===== config.mk =====
export PLATFORM = sky130hd
export DESIGN_NAME = datapath_seq_flat
export DESIGN_NICKNAME = d
export VERILOG_FILES = /design/src/rtl/datapath_seq_pkg.sv /design/src/rtl/datapath_seq_if.sv /design/src/rtl/datapath_seq_op_classify.sv /design/src/rtl/datapath_seq.sv /design/src/flat_wrapper.sv
export SDC_FILE = /design/constraint.sdc
export NUM_CORES = 1
export LEC_CHECK = 0
export ABC_AREA = 0
export CAP_MARGIN = 20
export CORE_ASPECT_RATIO = 2
export CORE_MARGIN = 2
export CORE_UTILIZATION = 38
export DETAILED_ROUTE_END_ITERATION = 10
export GPL_TIMING_DRIVEN = 0
export PLACE_DENSITY = 0.93
export SETUP_SLACK_MARGIN = 0.4
export SLEW_MARGIN = 20
export SYNTH_ARGS = -nofsm -noshare
export SYNTH_HDL_FRONTEND = slang
export SYNTH_HIERARCHICAL = 1
export SYNTH_SLANG_ARGS = --single-unit

===== constraint.sdc =====
create_clock -name clk -period 1.7 [get_ports clk]
set_input_delay 0.34 -clock clk [delete_from_list [all_inputs] [get_ports clk]]
set_output_delay 0.34 -clock clk [all_outputs]
set_load 0.01 [all_outputs]

===== src/rtl/datapath_seq_pkg.sv =====
// rtl/datapath_seq_pkg.sv - shared states, opcodes and opcode classes for the sequencer
package datapath_pkg;

    typedef enum logic [2:0] {
        ST_IDLE   = 3'd0,
        ST_FETCH  = 3'd1,
        ST_DECODE = 3'd2,
        ST_EXEC   = 3'd3,
        ST_MEM    = 3'd4,
        ST_WB     = 3'd5
    } state_e;

    localparam logic [4:0] OP_BR   = 5'd0;
    localparam logic [4:0] OP_ADD  = 5'd1;
    localparam logic [4:0] OP_LD   = 5'd2;
    localparam logic [4:0] OP_ST   = 5'd3;
    localparam logic [4:0] OP_JSR  = 5'd4;
    localparam logic [4:0] OP_AND  = 5'd5;
    localparam logic [4:0] OP_MOV  = 5'd6;
    localparam logic [4:0] OP_JSRR = 5'd7;
    localparam logic [4:0] OP_JMP  = 5'd12;

    typedef enum logic [2:0] {
        CL_ALU,
        CL_LOAD,
        CL_STORE,
        CL_BRANCH,
        CL_JUMP,
        CL_LINK,
        CL_ILLEGAL
    } op_class_e;

    // Classes whose instruction boundary is the exit from EXEC.
    function automatic logic ends_in_exec(input op_class_e c);
        return (c == CL_BRANCH) || (c == CL_JUMP) || (c == CL_ILLEGAL);
    endfunction

endpackage


===== src/rtl/datapath_seq_if.sv =====
// rtl/datapath_seq_if.sv - control/handshake bundle between sequencer and datapath
interface datapath_seq_if;
    logic       lock;
    logic [4:0] opcode;
    logic       br_taken;
    logic       mem_ready;
    logic       fetch_en;
    logic       decode_en;
    logic       exec_en;
    logic       mem_req;
    logic       mem_we;
    logic       ld_reg;
    logic       pc_load;
    logic       illegal_op;
    logic       mem_err;

    modport master (
        input  lock, opcode, br_taken, mem_ready,
        output fetch_en, decode_en, exec_en, mem_req, mem_we,
               ld_reg, pc_load, illegal_op, mem_err
    );

    modport slave (
        output lock, opcode, br_taken, mem_ready,
        input  fetch_en, decode_en, exec_en, mem_req, mem_we,
               ld_reg, pc_load, illegal_op, mem_err
    );
endinterface


===== src/rtl/datapath_seq_op_classify.sv =====
// rtl/datapath_seq_op_classify.sv - combinational opcode to opcode-class decode
module op_classify
    import datapath_pkg::*;
(
    input  logic [4:0] i_opcode,
    output op_class_e  o_class
);

    always_comb begin
        o_class = CL_ILLEGAL;
        case (i_opcode)
            OP_ADD, OP_AND, OP_MOV: o_class = CL_ALU;
            OP_LD:                  o_class = CL_LOAD;
            OP_ST:                  o_class = CL_STORE;
            OP_BR:                  o_class = CL_BRANCH;
            OP_JMP:                 o_class = CL_JUMP;
            OP_JSR, OP_JSRR:        o_class = CL_LINK;
            default:                o_class = CL_ILLEGAL;
        endcase
    end

endmodule


===== src/rtl/datapath_seq.sv =====
// rtl/datapath_seq.sv - multi-cycle fetch/decode/exec/mem/wb sequencer
// Optional performance counters are built when DATAPATH_SEQ_PERF_EN is defined.
module datapath_seq
    import datapath_pkg::*;
#(
    parameter int MEM_TIMEOUT = 255,
    parameter int CNT_W       = 32
) (
    input  logic             clk,
    input  logic             rst_n,
    datapath_seq_if.master   bus,
    output logic [2:0]       state,
    output logic [CNT_W-1:0] retired,
    output logic [CNT_W-1:0] stall_cycles
);

    localparam int                WAIT_W   = (MEM_TIMEOUT < 1) ? 1 : $clog2(MEM_TIMEOUT + 1);
    localparam logic [WAIT_W-1:0] WAIT_MAX = WAIT_W'(MEM_TIMEOUT);

    state_e            r_state;
    state_e            w_next;
    state_e            w_park;
    op_class_e         r_class;
    op_class_e         w_class;
    logic [WAIT_W-1:0] r_wait;
    logic              w_timeout;

    op_classify u_classify (
        .i_opcode (bus.opcode),
        .o_class  (w_class)
    );

    // At an instruction boundary a low lock parks the sequencer instead of fetching.
    assign w_park    = bus.lock ? ST_FETCH : ST_IDLE;
    assign w_timeout = (r_wait == WAIT_MAX);

    always_comb begin
        w_next = r_state;
        case (r_state)
            ST_IDLE:   if (bus.lock) w_next = ST_FETCH;
            ST_FETCH:  w_next = ST_DECODE;
            ST_DECODE: w_next = ST_EXEC;
            ST_EXEC: begin
                if (ends_in_exec(r_class))                         w_next = w_park;
                else if (r_class == CL_LOAD || r_class == CL_STORE) w_next = ST_MEM;
                else                                               w_next = ST_WB;
            end
            ST_MEM: begin
                if (bus.mem_ready)  w_next = (r_class == CL_STORE) ? w_park : ST_WB;
                else if (w_timeout) w_next = w_park;
            end
            ST_WB:     w_next = w_park;
            default:   w_next = ST_IDLE;
        endcase
    end

    always_ff @(posedge clk or negedge rst_n) begin
        if (!rst_n) begin
            r_state <= ST_IDLE;
            r_class <= CL_ALU;
            r_wait  <= '0;
        end else begin
            r_state <= w_next;
            if (r_state == ST_DECODE) r_class <= w_class;
            if (r_state != ST_MEM)                      r_wait <= '0;
            else if (!bus.mem_ready && !w_timeout)      r_wait <= r_wait + 1'b1;
        end
    end

    assign bus.fetch_en   = (r_state == ST_FETCH);
    assign bus.decode_en  = (r_state == ST_DECODE);
    assign bus.exec_en    = (r_state == ST_EXEC);
    assign bus.mem_req    = (r_state == ST_MEM);
    assign bus.mem_we     = (r_state == ST_MEM) && (r_class == CL_STORE);
    assign bus.ld_reg     = (r_state == ST_WB);
    assign bus.pc_load    = (r_state == ST_EXEC) &&
                            ((r_class == CL_JUMP) || (r_class == CL_LINK) ||
                             ((r_class == CL_BRANCH) && bus.br_taken));
    assign bus.illegal_op = (r_state == ST_EXEC) && (r_class == CL_ILLEGAL);
    assign bus.mem_err    = (r_state == ST_MEM) && !bus.mem_ready && w_timeout;
    assign state          = r_state;

`ifdef DATAPATH_SEQ_PERF_EN
    logic             w_retire;
    logic [CNT_W-1:0] r_retired;
    logic [CNT_W-1:0] r_stall;

    assign w_retire = (r_state == ST_WB) ||
                      ((r_state == ST_EXEC) && ends_in_exec(r_class)) ||
                      ((r_state == ST_MEM) && bus.mem_ready && (r_class == CL_STORE));

    always_ff @(posedge clk or negedge rst_n) begin
        if (!rst_n) begin
            r_retired <= '0;
            r_stall   <= '0;
        end else begin
            if (w_retire) r_retired <= r_retired + 1'b1;
            if ((r_state == ST_MEM) && !bus.mem_ready) r_stall <= r_stall + 1'b1;
        end
    end

    assign retired      = r_retired;
    assign stall_cycles = r_stall;
`else
    assign retired      = '0;
    assign stall_cycles = '0;
`endif

endmodule

===== src/flat_wrapper.sv =====
// flat-port wrapper written by rule: the top's interface ports become plain ports
module datapath_seq_flat import datapath_pkg::*;
#(
    parameter int MEM_TIMEOUT = 255,
    parameter int CNT_W       = 32
)
  (clk, rst_n, state, retired, stall_cycles, bus_lock, bus_opcode, bus_br_taken, bus_mem_ready, bus_fetch_en, bus_decode_en, bus_exec_en, bus_mem_req, bus_mem_we, bus_ld_reg, bus_pc_load, bus_illegal_op, bus_mem_err);
  datapath_seq_if bus_i ();
  input  logic clk;
  input  logic rst_n;
  output logic [2:0] state;
  output logic [CNT_W-1:0] retired;
  output logic [CNT_W-1:0] stall_cycles;
  input wire logic [$bits(bus_i.lock)-1:0] bus_lock;
  input wire logic [$bits(bus_i.opcode)-1:0] bus_opcode;
  input wire logic [$bits(bus_i.br_taken)-1:0] bus_br_taken;
  input wire logic [$bits(bus_i.mem_ready)-1:0] bus_mem_ready;
  output wire logic [$bits(bus_i.fetch_en)-1:0] bus_fetch_en;
  output wire logic [$bits(bus_i.decode_en)-1:0] bus_decode_en;
  output wire logic [$bits(bus_i.exec_en)-1:0] bus_exec_en;
  output wire logic [$bits(bus_i.mem_req)-1:0] bus_mem_req;
  output wire logic [$bits(bus_i.mem_we)-1:0] bus_mem_we;
  output wire logic [$bits(bus_i.ld_reg)-1:0] bus_ld_reg;
  output wire logic [$bits(bus_i.pc_load)-1:0] bus_pc_load;
  output wire logic [$bits(bus_i.illegal_op)-1:0] bus_illegal_op;
  output wire logic [$bits(bus_i.mem_err)-1:0] bus_mem_err;
  assign bus_i.lock = bus_lock;
  assign bus_i.opcode = bus_opcode;
  assign bus_i.br_taken = bus_br_taken;
  assign bus_i.mem_ready = bus_mem_ready;
  assign bus_fetch_en = bus_i.fetch_en;
  assign bus_decode_en = bus_i.decode_en;
  assign bus_exec_en = bus_i.exec_en;
  assign bus_mem_req = bus_i.mem_req;
  assign bus_mem_we = bus_i.mem_we;
  assign bus_ld_reg = bus_i.ld_reg;
  assign bus_pc_load = bus_i.pc_load;
  assign bus_illegal_op = bus_i.illegal_op;
  assign bus_mem_err = bus_i.mem_err;
  datapath_seq #(.MEM_TIMEOUT(MEM_TIMEOUT), .CNT_W(CNT_W)) u_core (.clk(clk), .rst_n(rst_n), .bus(bus_i), .state(state), .retired(retired), .stall_cycles(stall_cycles));
endmodule

## Yosys cells after proc, flatten, opt, wreduce, memory -nomap -nowiden

Memory sizes are Yosys's and may differ from the RTL's.
Index checks and enable logic that the tools add are counted.

| operators by class | value |
|---|---|
| add/sub/neg operators | 1 |
| multiplexer cells | 11 |
| reductions and logical operators | 17 |
| equal/unequal tests | 15 |

Operator list:

| operator | number |
|---|---|
| $mux W3 | 6 |
| $pmux W3 S6 | 1 |
| $mux W8 | 2 |
| $eq A3 B3 Y1 const B | 5 |
| $eq A3 B2 Y1 const B | 4 |
| $add A8 B1 Y8 const B | 1 |
| $eq A8 B8 Y1 const B | 1 |
| $logic_and A1 B1 Y1 | 7 |
| $eq A3 B1 Y1 const B | 2 |
| $logic_or A1 B1 Y1 | 5 |
| $logic_not A3 Y1 | 1 |
| $ne A3 B2 Y1 const B | 1 |
| $ne A3 B3 Y1 const B | 1 |
| $logic_not A1 Y1 | 2 |
| $mux W1 | 2 |
| $ne A2 B2 Y1 const B | 1 |
| $reduce_and A2 Y1 | 1 |
| $reduce_bool A2 Y1 | 1 |

| word-level totals | value |
|---|---|
| output and inout bits | 76 |
| word-level logic and storage cells | 48 |
| register bits | 14 |
| memories | 1 |
| ROM bits | 48 |
| bits of input ports | 10 |

Memory list:

| name | words | width | rd ports | clocked after memory_dff | wr ports | RTL line | text |
|---|---|---|---|---|---|---|---|
| (name not given) | 16 | 3 | 1 | 0 | 0 | datapath_seq_op_classify.sv:11 | `case (i_opcode)` |

## Longest topological paths before layout

Gate-level depths: netlist of run 1.

| depth | value |
|---|---|
| depth after elaboration | 5 |
| depth in mapped cells | 6 |
| depth with buffers taken out | 6 |

## Cells and area by module

The synthesis of run 1 kept the hierarchy.

Modules (own cells, without submodules):

| module | times used | seq. area each (um2) | area an instance (um2) | cells an instance |
|---|---|---|---|---|
| datapath_seq | 1 | 350.3 | 1336.3 | 153 |
| op_classify | 1 | 0.0 | 78.8 | 12 |

## Worst setup path before layout of run 1

Ideal clock, no wire load.

| timing path | value |
|---|---|
| path type | register to register |
| start point | register u_core.r_wait[0] |
| end point | register u_core.r_wait[7] |
| library setup time | 0.122 ns |
| data required time | 1.578 ns |
| arrival | 1.404 ns |
| cell stages (with the launch flop) | 6 |
| setup slack | 0.173 ns |
| period minus slack after synthesis | 1.527 ns |
| path buffers | 0 |
| cells stage by stage | dfrtp_1 -> ha_1 -> and3_4 -> a2111oi_2 -> xnor2_1 -> nor2_1 |

| on the way | value |
|---|---|
| longest elaborated chain between the ends | 4 |
| elaborated cells between the ends (all ways) | 7 |
| classes of those cells | add/sub (1); eq/ne (1); mux (2); reduce/logical (3) |

Ends and longest elaborated chain:

| element | RTL line | text |
|---|---|---|
| start: declaration | datapath_seq.sv:25 | `logic [WAIT_W-1:0] r_wait;` |
| start signal: assignment | datapath_seq.sv:66 | `else if (!bus.mem_ready && !w_timeout) r_wait <= r_wait + 1'b1;` |
| parallel branches: the longest is 4 deep, another holds $add A8 B1 Y8 | - |  |

Several ways; the timed one is not identified. The select of a mux whose other input is x is not followed.
A chain may end at the register's enable or synchronous reset.

## Worst setup path in the final report of run 1

| timing path | value |
|---|---|
| start point | register u_core.r_state[1], in the netlist u_core/state[1] |
| end point | output bus_mem_err |

| on the way | value |
|---|---|
| longest elaborated chain between the ends | 3 |

Ends and longest elaborated chain:

| element | RTL line | text |
|---|---|---|
| start: declaration | datapath_seq.sv:20 | `state_e r_state;` |
| start signal: assignment | datapath_seq.sv:63 | `r_state <= w_next;` |
| $eq A3 B3 Y1 | datapath_seq.sv:80 | `assign bus.mem_err = (r_state == ST_MEM) && !bus.mem_ready && w_timeout;` |
| $logic_and A1 B1 Y1 (2 in series) | datapath_seq.sv:80 |  |
| end: declaration | flat_wrapper.sv:26 | `output wire logic [$bits(bus_i.mem_err)-1:0] bus_mem_err;` |

Every way passes these cells.

==> results of run 1 <==
## state kept, by name, indices dropped and copies added, names as in the netlist
signal	count
u_core/r_class	3
u_core/r_wait	8
u_core/state	3
## area by class of cell
type	instances	area, sq um	area share, %
multi-input cells	140	972.2	39.38
clock buffers	4	45.04	1.825
repair buffers	57	500.5	20.27
inverters	8	32.53	1.318
well taps	49	61.31	2.484
flip-flops and latches	14	354.1	14.34
plain buffers	66	503.0	20.38
## power by group
part           internal [mW]  switching, mW
Combinational          0.822          0.667
Sequential             0.403         0.0993
Clock                  0.166          0.128
Total                   1.39          0.894
## through the flow
stage               instance area (sq um)  TNS (ns)  setup WS, ns
finish                               2469  -0.02083      -0.01320
global route                         2469   -0.1744      -0.05986
CTS                                  2276         0      0.004645
detailed placement                   1969    -1.958       -0.8138
global placement                     1969    -1.695       -0.7633
floorplan                            1698         0        0.3081
## worst max path at each step
stage                            from          endpoint  slack (ns)  depth (start not counted)
detailed placement      bus_mem_ready       bus_mem_err       -0.81                          4
CTS                 u_core/r_class[0]        bus_mem_we       0.005                          4
floorplan            u_core/r_wait[0]  u_core/r_wait[7]        0.31                          5
global placement        bus_mem_ready       bus_mem_err       -0.76                          4
finish                u_core/state[1]       bus_mem_err       -0.01                          5
global route        u_core/r_class[1]       bus_pc_load       -0.06                          4
## placed cells by master (no fill, tap or decap), types with 3 or more instances in the layout
cell	n
buf_4	90
conb_1	64
buf_6	18
dfrtp_1	11
nor2_1	7
clkdlybuf4s50_1	6
buf_2	5
nand3_1	4
inv_1	4
nand2_1	4
clkbuf_8	3
inv_2	3
nand3b_1	3
a2111oi_4	3
xnor2_1	3
ha_4	3
dfrtp_2	3
## routing by layer
metal  global-route usage [%]  routed length, um  vias to the layer above
li1                         -                  -                      678
met1                    19.60               1562                      651
met2                    34.02               2653                      114
met3                    5.000                395                       12
met4                    11.81                112                        0
met5                        0                  0                        -
## cell families after synthesis
kind of cell | count (synthesis) | share of synthesized area [%]
muxes | 3 | 2.299
AOI/OAI and AO/OA | 24 | 13.79
adders and majority gates | 3 | 2.653
DFF | 14 | 24.76
and+or+nand+nor | 42 | 16.98
buffers and inverters | 74 | 36.78
other | 1 | 0.2650
xor gates and xnor gates | 4 | 2.475
## what timing repair did
action                     4_1_cts  5_1_grt
pin swaps                       15       13
setup endpoints to repair       26       26
setup buffers                   22       14
hold endpoints to repair         0        0
cloned                           0        0
hold buffers                     0        0
gates resized for setup         84       22
## worst reg2reg max path: stages (launching register included)
cell	delay [ns]
dfrtp_1	0.42
ha_4	0.18
buf_6	0.11
and3_4	0.21
a21oi_4	0.26
mux2i_1	0.26
nor2_1	0.07
==> metrics.cfg, run 1 <==
[route]
detail-route-antenna-nets = 0
wl_per_cell_um = 13.98
vias = 1455
route.detailed.drc = 0
first_iter_violations = 37
routed_wl_um = 4724
firstDrtPassIters = 4
vias_per_cell = 4.305

[place]
gp_congestion = 0.8124
numPortBuffers = 21
dpl.cell_count = 298
dp_hpwl_um = 2462

[logic_synthesis]
synthFlopType = dfrtp_1
async_flop_share_pct = 100.0
ys_seq_area_share_pct = 24.76
yosys-top-cells-count = buf_4 (64), dfrtp_1 (14), inv_1 (8), nor2_1 (8)
synth.avg_cell_area_sq_um = 8.576
synth_top_area_cell = buf_4
ys_seq_elements = 14
ys_warn_count = 6
synthTopCellsByArea = buf_4 (34%), dfrtp_1 (25%), ha_1 (2.7%), xnor2_1 (2.5%), inv_1 (2.1%)
synth_edf_count = 0
synth_area_sq_um = 1415
ys_types = 43
yosysTopAreaCellShare_pct = 33.95
yosys.cell_count.top_type = buf_4
synthCells = 165

[critical_path]
r2r_setup_slack_ns = 0.08
cpPeakStageDelay_ns = 0.44
critPathKind = flop to primary output
worstPathBufferInverterCount = 2
end_kind = primary output
rr_worst_depth = 6
r2r_start = u_core/r_wait[1]
slowest_stage = dfrtp_2
critPathMaxFanout = 5
crit_chain = and2b_2 -> nand2_4 -> inv_4 -> and3_4 -> buf_6
worst_r2r_endpoint = u_core/r_wait[1]
cp.required_ns = 1.36
startpoint_type = flop
cpLargestDelayFamily = simple AND/OR/NAND/NOR gates
arrival_ns = 1.37

[floorplan]
start_util_pct = 39.23
die_area_sq_um = 4258
core_sq_um = 3607
fp.dieH_um = 90.30
pin_count = 86
rows = 31
fp.dieW_um = 47.15

[sta]
maxSlewViolCount = 0
tightest_slew_ns = 0.6631
period_share_pct = 100.8
relSlewSlack_pct = 55.66
min_period_ns = 1.713
finalClockSkew_ns = 0.005899
max_freq_mhz = 583.7
hold_viol_final = 0
setup_ws_ns = -0.01320
fin_hold_ws_ns = 0.4900
setup_viol = 2
rsz0062_at_grt = yes

[clock_tree]
clk_path_buf_depth = 2
root_buffer = clkbuf_8
h-tree-depth = 1
clk_pin_slew_ns = 0.06
cts_tree = yes
insertion_delay_ns = 0.25
clock-sinks = 14
cts_buffers = 3

[power_and_ir_drop]
power_leakage_nw = 1.295
p_per_area_nw_per_um2 = 925.4
total_power_mw = 2.285
peakVddDrop_mv = 0.9236

[global_routing]
grt_pass1_vias = 1339
antenna_found_initial = 0
grt_max_degree = 15
grt_pass1_wl_um = 6196
overflow = 0
globalRouteTotalUtil_pct = 19.86

[job]
maxCapViolations = 0

[layout]
drive_gt1_share_pct = 55.02
antenna_cells = 0
area_growth_pct = 74.45
finalNonFillerCells = 338
final_util_pct = 68.44
nets = 303
final.fill_count = 266

[min_path]
hp-class = input pin to async pin

[status]
violations = negative setup slack
outcome = finished with violations

Note: power is estimated with default switching activity, not from simulation.
==> run 2, diff against run 1 <==
--- a/config.mk
+++ b/config.mk
@@ -14,7 +14,6 @@
 export GPL_TIMING_DRIVEN = 0
 export PLACE_DENSITY = 0.93
 export SETUP_SLACK_MARGIN = 0.4
-export SLEW_MARGIN = 20
 export SYNTH_ARGS = -nofsm -noshare
 export SYNTH_HDL_FRONTEND = slang
 export SYNTH_HIERARCHICAL = 1
==> results of run 2 <==
No change in the layout: final DEF, timing and power equal those of run 1.
